[src/rtl/vga_capture.sv]
// vga_capture: measures VGA line/frame timing from hsync/vsync, declares lock
// once the timing is stable, and presents active-area pixels with coordinates.
//
// Parameters: H_ACTIVE/V_ACTIVE (active size), H_START/V_START (offset of the
// active area from the sync leading edges, in clocks/lines), SYNC_POL (sync
// active level, 0 = active-low).
// Ports:
//   clk, reset_n               pixel clock, asynchronous active-low reset
//   hsync, vsync, rrggbb       VGA source inputs
//   px_valid, px_x, px_y,      active pixel, its column/row and colour
//   px_data                    (2-clock latency from rrggbb)
//   h_total, v_total           measured clocks per line / lines per frame
//   locked                     timing stable
//   frame_start                one-cycle pulse per vsync leading edge
//   crc, crc_valid             per-frame CRC-16-CCITT of the pixels
// Optional feature: define VGA_CAPTURE_CRC_EN to build the frame CRC;
// otherwise crc and crc_valid are tied to 0.
module vga_capture #(
  parameter int H_ACTIVE = 640,
  parameter int V_ACTIVE = 480,
  parameter int H_START  = 168,
  parameter int V_START  = 31,
  parameter bit SYNC_POL = 1'b0
) (
  input  logic        clk,
  input  logic        reset_n,
  input  logic        hsync,
  input  logic        vsync,
  input  logic [5:0]  rrggbb,
  output logic        px_valid,
  output logic [10:0] px_x,
  output logic [9:0]  px_y,
  output logic [5:0]  px_data,
  output logic [10:0] h_total,
  output logic [9:0]  v_total,
  output logic        locked,
  output logic        frame_start,
  output logic [15:0] crc,
  output logic        crc_valid
);

  localparam logic [11:0] H_LO = 12'(H_START);
  localparam logic [11:0] H_HI = 12'(H_START + H_ACTIVE);
  localparam logic [10:0] V_LO = 11'(V_START);
  localparam logic [10:0] V_HI = 11'(V_START + V_ACTIVE);
  localparam logic        ACT  = SYNC_POL;

  logic        hs_r, vs_r, hs_d_r, vs_d_r;
  logic [5:0]  rgb_r;
  logic [10:0] hcnt_r, hcnt_s;
  logic [9:0]  vcnt_r, vcnt_s;
  logic [10:0] h_prev_r, h_prev_s, h_total_s, meas_h_s;
  logic [9:0]  mv0_r, mv1_r, mv0_s, mv1_s, v_total_s;
  logic        hs_edge_s, vs_edge_s, hsat_s, vsat_s, disturb_s, lock_s, pix_s;

  // Input capture and edge history. Edge registers reset to the active level
  // so a sync already active at reset release is not seen as a leading edge.
  always_ff @(posedge clk or negedge reset_n) begin
    if (!reset_n) begin
      hs_r   <= ACT;
      vs_r   <= ACT;
      hs_d_r <= ACT;
      vs_d_r <= ACT;
      rgb_r  <= 6'd0;
    end else begin
      hs_r   <= hsync;
      vs_r   <= vsync;
      hs_d_r <= hs_r;
      vs_d_r <= vs_r;
      rgb_r  <= rrggbb;
    end
  end

  assign hs_edge_s = (hs_r == ACT) && (hs_d_r != ACT);
  assign vs_edge_s = (vs_r == ACT) && (vs_d_r != ACT);
  assign hsat_s    = (hcnt_r == 11'h7FF);
  assign vsat_s    = (vcnt_r == 10'h3FF);
  assign meas_h_s  = hsat_s ? 11'h7FF : (hcnt_r + 11'd1);

  // Counter, measurement history and lock next-state.
  // mv0/mv1 are the lock history for meas_v; any line-length change or counter
  // saturation wipes it, so relock needs two fresh, equal frame measurements.
  always_comb begin
    hcnt_s    = hcnt_r;
    vcnt_s    = vcnt_r;
    h_total_s = h_total;
    h_prev_s  = h_prev_r;
    v_total_s = v_total;
    mv0_s     = mv0_r;
    mv1_s     = mv1_r;
    if (hs_edge_s) begin
      hcnt_s    = 11'd0;
      h_total_s = meas_h_s;
      h_prev_s  = h_total;
    end else if (!hsat_s) begin
      hcnt_s = hcnt_r + 11'd1;
    end else begin
      hcnt_s = hcnt_r;
    end
    // vsync wins over hsync for vcnt when both edges coincide.
    if (vs_edge_s) begin
      vcnt_s    = 10'd0;
      v_total_s = vcnt_r;
      mv1_s     = mv0_r;
      mv0_s     = vcnt_r;
    end else if (hs_edge_s && !vsat_s) begin
      vcnt_s = vcnt_r + 10'd1;
    end else begin
      vcnt_s = vcnt_r;
    end
    disturb_s = (hs_edge_s && (meas_h_s != h_total)) || hsat_s || vsat_s;
    if (disturb_s) begin
      mv0_s = 10'd0;
      mv1_s = 10'd0;
    end else begin
      mv0_s = mv0_s;
    end
    lock_s = (h_total_s == h_prev_s) && (mv0_s == mv1_s) && (mv0_s != 10'd0)
             && !hsat_s && !vsat_s;
    pix_s  = locked && ({1'b0, hcnt_r} >= H_LO) && ({1'b0, hcnt_r} < H_HI)
             && ({1'b0, vcnt_r} >= V_LO) && ({1'b0, vcnt_r} < V_HI);
  end

  // Timing state and measurement outputs.
  always_ff @(posedge clk or negedge reset_n) begin
    if (!reset_n) begin
      hcnt_r      <= 11'd0;
      vcnt_r      <= 10'd0;
      h_total     <= 11'd0;
      h_prev_r    <= 11'd0;
      v_total     <= 10'd0;
      mv0_r       <= 10'd0;
      mv1_r       <= 10'd0;
      locked      <= 1'b0;
      frame_start <= 1'b0;
    end else begin
      hcnt_r      <= hcnt_s;
      vcnt_r      <= vcnt_s;
      h_total     <= h_total_s;
      h_prev_r    <= h_prev_s;
      v_total     <= v_total_s;
      mv0_r       <= mv0_s;
      mv1_r       <= mv1_s;
      locked      <= lock_s;
      frame_start <= vs_edge_s;
    end
  end

  // Pixel output stage; coordinates and data are forced to 0 outside the
  // active area.
  always_ff @(posedge clk or negedge reset_n) begin
    if (!reset_n) begin
      px_valid <= 1'b0;
      px_x     <= 11'd0;
      px_y     <= 10'd0;
      px_data  <= 6'd0;
    end else if (pix_s) begin
      px_valid <= 1'b1;
      px_x     <= hcnt_r - H_LO[10:0];
      px_y     <= vcnt_r - V_LO[9:0];
      px_data  <= rgb_r;
    end else begin
      px_valid <= 1'b0;
      px_x     <= 11'd0;
      px_y     <= 10'd0;
      px_data  <= 6'd0;
    end
  end

`ifdef VGA_CAPTURE_CRC_EN
  // CRC-16-CCITT (poly 0x1021), one byte MSB-first.
  function automatic logic [15:0] crc16_byte(input logic [15:0] c, input logic [7:0] d);
    logic [15:0] r;
    r = c;
    for (int i = 7; i >= 0; i--) begin
      if (r[15] ^ d[i]) begin
        r = {r[14:0], 1'b0} ^ 16'h1021;
      end else begin
        r = {r[14:0], 1'b0};
      end
    end
    return r;
  endfunction

  logic [15:0] crc_run_r;

  // Running frame CRC; latched at the next vsync edge only if the frame was
  // captured while locked, then restarted for the new frame.
  always_ff @(posedge clk or negedge reset_n) begin
    if (!reset_n) begin
      crc_run_r <= 16'hFFFF;
      crc       <= 16'd0;
      crc_valid <= 1'b0;
    end else if (vs_edge_s) begin
      crc_run_r <= 16'hFFFF;
      if (locked) begin
        crc       <= crc_run_r;
        crc_valid <= 1'b1;
      end else begin
        crc_valid <= 1'b0;
      end
    end else begin
      crc_valid <= 1'b0;
      if (px_valid) begin
        crc_run_r <= crc16_byte(crc_run_r, {2'b00, px_data});
      end else begin
        crc_run_r <= crc_run_r;
      end
    end
  end
`else
  assign crc       = 16'd0;
  assign crc_valid = 1'b0;
`endif

endmodule

[config.mk]
export PLATFORM = sky130hd
export DESIGN_NAME = vga_capture
export DESIGN_NICKNAME = d
export VERILOG_FILES = /design/src/rtl/vga_capture.sv
export SDC_FILE = /design/constraint.sdc
export NUM_CORES = 1
export LEC_CHECK = 0
export CAP_MARGIN = 30
export CORE_ASPECT_RATIO = 1.1
export CORE_MARGIN = 8
export CORE_UTILIZATION = 40
export DETAILED_ROUTE_END_ITERATION = 8
export GPL_TIMING_DRIVEN = 0
export MAX_ROUTING_LAYER = met4
export SKIP_LAST_GASP = 1
export SYNTH_ARGS = -nofsm -noshare
export SYNTH_HDL_FRONTEND = slang
export SYNTH_SLANG_ARGS = --single-unit
[constraint.sdc]
create_clock -name clk -period 2.82 [get_ports clk]
set_clock_uncertainty 0.2 [all_clocks]
set_input_delay 0.423 -clock clk [delete_from_list [all_inputs] [get_ports clk]]
set_output_delay 0.423 -clock clk [all_outputs]
set_load 0.03 [all_outputs]
==> flow_summary.ini, run 1 <==
[final_layout]
fin_area_um2 = 7610
layout_common_cells = 112 x dfrtp_1, 74 x nand2_1, 71 x nor2_1
nets = 719
area_growth_pct = 35.7
drive_gt1_frac = 0.159
layout_commonest_cell = dfrtp_1
antenna_cells = 0

[synth]
synth_edf_count = 0
netlist-cell-type-count = 58
synth.top_cell.area_share = 0.504
synth_warnings = 0
synth.avg_cell_area_um2 = 9.45
synth_area_leaders = dfrtp_1 50%, nand2_1 5.1%, nor2_1 4.8%
synth.cell_area_um2 = 5610
syn_inst = 594
yosys.area.top_type = dfrtp_1
async_reset_ff_frac = 1.00
ys_seq_area_frac = 0.504
synth-seq-cells = 113
yosys_most_used_dff = dfrtp_1

[grt]
grt_pass1_wl_um = 24200
grt_max_degree = 71
grt_overflow_total = 0
antenna_found_initial = 0
grt_pass1_vias = 4647
grtUsageTotal = 0.174

[cts]
worstSkewPairLatency_ns = 0.42
cts_tree = yes
cts_sinks = 113
h-tree-depth = 4
cts_root_buf = clkbuf_16
cts.clk_slew.worst_paths_ns = 0.05
clockBufferDepth = 2
cts_made_buffers = 17

[setup_path]
crit_family = simple AND/OR/NAND/NOR gates
startpoint_type = register
crit_type = register to register
crit_fanout = 8
crit_path_end_kind = register
critical_path_buf_inv_count = 2
cp.required_ns = 2.93
cp_cell_sequence = ha_4, and3_4, and2_4, or3_1, a32oi_1, nand4_1, o41a_1, buf_6, buf_12, a2111oi_4
cpPeakStageDelay_ns = 0.44
reg2reg_slack_ns = -0.08
cp.arrival_ns = 3.01
cp_slowest_cell = o41a_1

[detailed_routing]
detailedRoute.firstPassIterationCount = 8
drc = 0
totalWireLength_um = 14900
vias = 4786
drt-vias-per-instance = 5.29
wl_per_cell_um = 16.5
drtIter0Drc = 460
drt.antenna.violating_nets = 0

[sta]
fmax_ghz = 0.345
rsz0062_at_grt = yes
max_slew_margin = 0.378
period_share = 1.03
fin_ws_ns = -0.0758
tightest_slew_ns = 0.933
finalSetupViolCount = 17
hold_slack_ns = 0.182
min_period_ns = 2.90
timing.final.max_slew_violations = 0
hold_violations = 0

[outcome]
status = finished with violations
failed_checks = negative setup slack

[placement]
place_area_um2 = 6660
place_hpwl_um = 10400
routabilityCongestion = 0.888
portBuffers = 60

[power_and_ir_drop]
switching_share = 0.284
leakage_nw = 3.35
combPwrFrac = 0.196
ir_worst_vdd_mv = 0.425
p_switching_mw = 1.43
pwr-share-clk = 0.434
internal_power_mw = 3.59
power_mw = 5.01
powerDensity_nw_per_um2 = 659
power_frac_seq = 0.370

[die]
die_h_um = 140
ios = 78
num_rows = 45
initial_utilization = 0.408
fp.dieW_um = 129
coreArea_um2 = 13700
dieArea_um2 = 18100

[min_path]
hold_class = register to register

[flow_run]
drv_cap = 0
[cells by family after synthesis]
kind of cell / Yosys count / share of synthesized area
flops: 113 / 0.504
other cells: 1 / 0.000668
fa+ha+maj: 6 / 0.0134
buf+inv: 86 / 0.0718
compound gates: 109 / 0.144
xor+xnor: 38 / 0.0593
simple gates: 235 / 0.196
mux: 6 / 0.0107
[flip-flops by register name, summed over array words and instances (netlist names)]
signal / count
h_prev_r: 11
h_total: 11
hcnt_r: 11
px_x: 11
mv0_r: 10
mv1_r: 10
px_y: 10
v_total: 10
vcnt_r: 10
px_data: 6
rgb_r: 6
frame_start: 1
hs_d_r: 1
hs_r: 1
locked: 1
px_valid: 1
vs_d_r: 1
vs_r: 1
[per-layer routing]
metal  wire length (µm)  global-route usage  up-vias
met1               6600               0.220     2304
met5                  0                   -        -
li1                   -                   -     2241
met4                291              0.0700        0
met3               1030              0.0429       36
met2               7010               0.261      205
[power by group through the flow]
stage / logic (mW) / registers, mW / clock network (mW)
after CTS: 0.912 / 1.85 / 2.20
after detailed placement: 0.819 / 1.89 / 0
after global routing: 1.07 / 1.87 / 2.27
after global placement: 0.809 / 1.88 / 0
after floorplan: 0.512 / 1.91 / 0
final: 0.984 / 1.86 / 2.17
[cell type report]
cell class / instances / area (µm²)
multi-input cells: 411 / 2730
clock buffers: 22 / 464
inverters: 30 / 113
flip-flops and latches: 113 / 2830
plain buffers: 54 / 320
repair buffers: 76 / 795
well taps: 188 / 235
fillers: 1273 / 6120
clock inverters: 10 / 134
[Yosys cell counts, types with 3 or more instances]
library cell	n
a2111oi_2	8
a211oi_1	6
a21o_1	3
a21oi_1	21
a221oi_1	5
a31oi_1	5
and2_1	12
and3_1	4
buf_2	7
buf_4	17
clkbuf_1	29
dfrtp_1	113
ha_1	6
inv_1	30
mux2i_1	6
nand2_1	76
nand2b_1	4
nand3_1	14
nand4_1	12
nor2_1	71
nor2b_1	6
nor3_1	15
nor4_1	7
o211ai_1	3
o21ai_0	26
o22ai_1	7
o32ai_1	3
or4_1	4
xnor2_1	24
xor2_1	14
[per-stage QoR]
step / TNS (ns) / setup WS [ns] / util / instances
after floorplan: -0.615 / -0.0436 / - / 610
after global placement: -363.10 / -3.15 / 0.482 / 858
after detailed placement: -7.83 / -0.434 / 0.485 / 860
after CTS: -0.493 / -0.0416 / 0.545 / 899
after global routing: -3.05 / -0.191 / 0.554 / 904
final: -0.874 / -0.0758 / 0.554 / 904
[worst paths after layout]
path	from	end	cells after the start
max	hcnt_r[1]	mv1_r[8]	10
min	vs_r	vs_d_r	0
max reg2reg	hcnt_r[1]	mv1_r[8]	10
min reg2reg	vs_r	vs_d_r	0
max in group asynchronous	reset_n	px_x[0]	3
min in group asynchronous	reset_n	mv1_r[6]	2
[timing repair]
action                                  4_1_cts  5_1_grt
cloned                                        2        0
pin swaps                                    10       12
buffers inserted                              6        5
endpoints found under the setup margin       26       42
gates resized for setup                      30       24
hold endpoints to repair                     43        0
hold buffers                                  1        0
(Power assumes the default switching activity.)
==> run 2: changes to the inputs <==
--- a/config.mk
+++ b/config.mk
@@ -7,11 +7,11 @@
 export LEC_CHECK = 0
 export CAP_MARGIN = 30
 export CORE_ASPECT_RATIO = 1.1
-export CORE_MARGIN = 8
-export CORE_UTILIZATION = 40
+export CORE_UTILIZATION = 59
 export DETAILED_ROUTE_END_ITERATION = 8
 export GPL_TIMING_DRIVEN = 0
 export MAX_ROUTING_LAYER = met4
+export PLACE_DENSITY = 0.85
 export SKIP_LAST_GASP = 1
 export SYNTH_ARGS = -nofsm -noshare
 export SYNTH_HDL_FRONTEND = slang
==> constraint.sdc (replaced) <==
create_clock -name clk -period 3.6 [get_ports clk]
set_clock_uncertainty 0.2 [all_clocks]
set_input_delay 0.54 -clock clk [delete_from_list [all_inputs] [get_ports clk]]
set_output_delay 0.54 -clock clk [all_outputs]
set_load 0.03 [all_outputs]
==> flow_summary.ini, run 2 (synthesis gave the netlist of run 1 again) <==
[outcome]
status = finished clean

[cts]
cts_resized = 0
cts.clk_slew.worst_paths_ns = 0.06
cts_root_buf = clkbuf_8
h-tree-depth = 4
cts_sinks = 113
cts_tree = yes
clockBufferDepth = 2
worstSkewPairLatency_ns = 0.52
cts_made_buffers = 17

[placement]
portBuffers = 60
place_hpwl_um = 9980
routabilityCongestion = 0.912
preCtsSetupSlack_ns = 0.396

[final_layout]
layout_commonest_cell = dfrtp_1
nets = 707
fin_util = 0.770
antenna_cells = 0
area_growth_pct = 24.3
layout_common_cells = 113 x dfrtp_1, 76 x nand2_1, 71 x nor2_1
fill_cells = 623
drive_gt1_frac = 0.0994

[detailed_routing]
drtIter0Drc = 281
routedLengthMet1_um = 6220
wl_met3_um = 975
drt-vias-per-instance = 5.85
drc = 0
wl_met2_um = 7160
wl_per_cell_um = 17.9
totalWireLength_um = 14600
drt.antenna.violating_nets = 0
vias = 4783
detailedRoute.firstPassIterationCount = 5
topRoutingLayerUsed = met4

[setup_path]
regToRegEndpoint = mv0_r[5]
crit_type = register to register
crit_fanout = 10
reg2reg_slack_ns = 0.29
crit_path_end_kind = register
r2r-start = hcnt_r[1]
r2r_cells = 10
cp.required_ns = 3.83
startpoint_type = register
crit_start = hcnt_r[1]
cp.arrival_ns = 3.54

[grt]
antenna_found_initial = 0
grt_pass1_wl_um = 23700
grtUsageTotal = 0.323
grt_pass1_vias = 4698
grt_overflow_total = 0
grt_max_degree = 62

[power_and_ir_drop]
power_mw = 3.57
pwr-share-clk = 0.413
switching_share = 0.302
internal_power_mw = 2.49
powerDensity_nw_per_um2 = 512
p_switching_mw = 1.08
combPwrFrac = 0.178
ir_worst_vdd_mv = 0.339
leakage_nw = 3.17
power_frac_seq = 0.409

[sta]
fmax_ghz = 0.302
period_share = 0.919
hold_slack_ns = 0.173
fin_ws_ns = 0.291
tightest_slew_ns = 0.796
timing.final.max_slew_violations = 0
hold_violations = 0
max_slew_margin = 0.466
finalSetupViolCount = 0
min_period_ns = 3.31
setup_tns_ns = 0
rsz0062_at_grt = no

[die]
num_rows = 36
dieArea_um2 = 9900
coreArea_um2 = 9050
die_h_um = 104
fp.dieW_um = 95.0
ios = 78
initial_utilization = 0.620

[min_path]
min_to = vs_d_r
hold_class = register to register
hp-start = vs_r
worstHoldPathCells = 0

[flow_run]
drv_cap = 0
-- run 2: cell types whose count changed in the layout (fill, tap and decap cells not counted), moves of 4 or more --
cell and change:
buf_4 -9, a2111oi_2 +8, a2111oi_4 -8, a211oi_1 +6, a211oi_2 -6, buf_2 +6, nor3_1 +6, nor3_2 -4
-- run 2: how the worst max path moves through the flow --
stage,to,slack [ns],cells after the start
after floorplan,mv1_r[0],0.69,10
after global placement,hs_d_r,-2.35,1
after detailed placement,mv0_r[5],0.40,10
after CTS,mv0_r[5],0.35,10
after global routing,mv0_r[2],0.11,10
final,mv0_r[5],0.29,10
-- run 2: cell type report --
class	instances	area, µm²	area share
clock buffers	22	463	0.0664
plain buffers	56	290	0.0416
clock inverters	10	61.3	0.00879
repair buffers	62	636	0.0912
inverters	30	113	0.0161
flip-flops and latches	113	2830	0.406
well taps	114	143	0.0205
multi-input cells	411	2440	0.350
-- run 2: timing repair --
item	CTS	global route
setup buffers	0	0
hold buffers	1	0
hold endpoints to repair	52	0
-- run 2: routing by layer --
layer,up-vias,track usage
met5,-,-
met3,21,0.0848
met4,0,0.114
met2,202,0.485
li1,2217,-
met1,2343,0.422
-- run 2: power groups by stage --
stage | Clock (mW) | Sequential, mW | Combinational [mW]
6_report | 1.48 | 1.46 | 0.637
5_1_grt | 1.54 | 1.47 | 0.697
4_1_cts | 1.48 | 1.45 | 0.632
3_5_place_dp | 0 | 1.48 | 0.623
3_3_place_gp | 0 | 1.47 | 0.608
2_1_floorplan | 0 | 1.50 | 0.381
-- run 2: worst max-delay path, cell delays in order, from the launching register on --
cell	delay (ns)
dfrtp_1	0.42
ha_1	0.26
and3_1	0.18
buf_2	0.21
o21ai_0	0.17
mux2i_1	0.32
o22a_1	0.24
nand4_1	0.14
o41a_1	0.48
clkbuf_1	0.29
a211oi_1	0.31
-- run 2: metrics by stage --
stage	cells	instance area [µm²]
2_1_floorplan	610	5670
3_3_place_gp	784	6410
3_5_place_dp	785	6440
4_1_cts	818	6970
5_1_grt	818	6970
6_report	818	6970
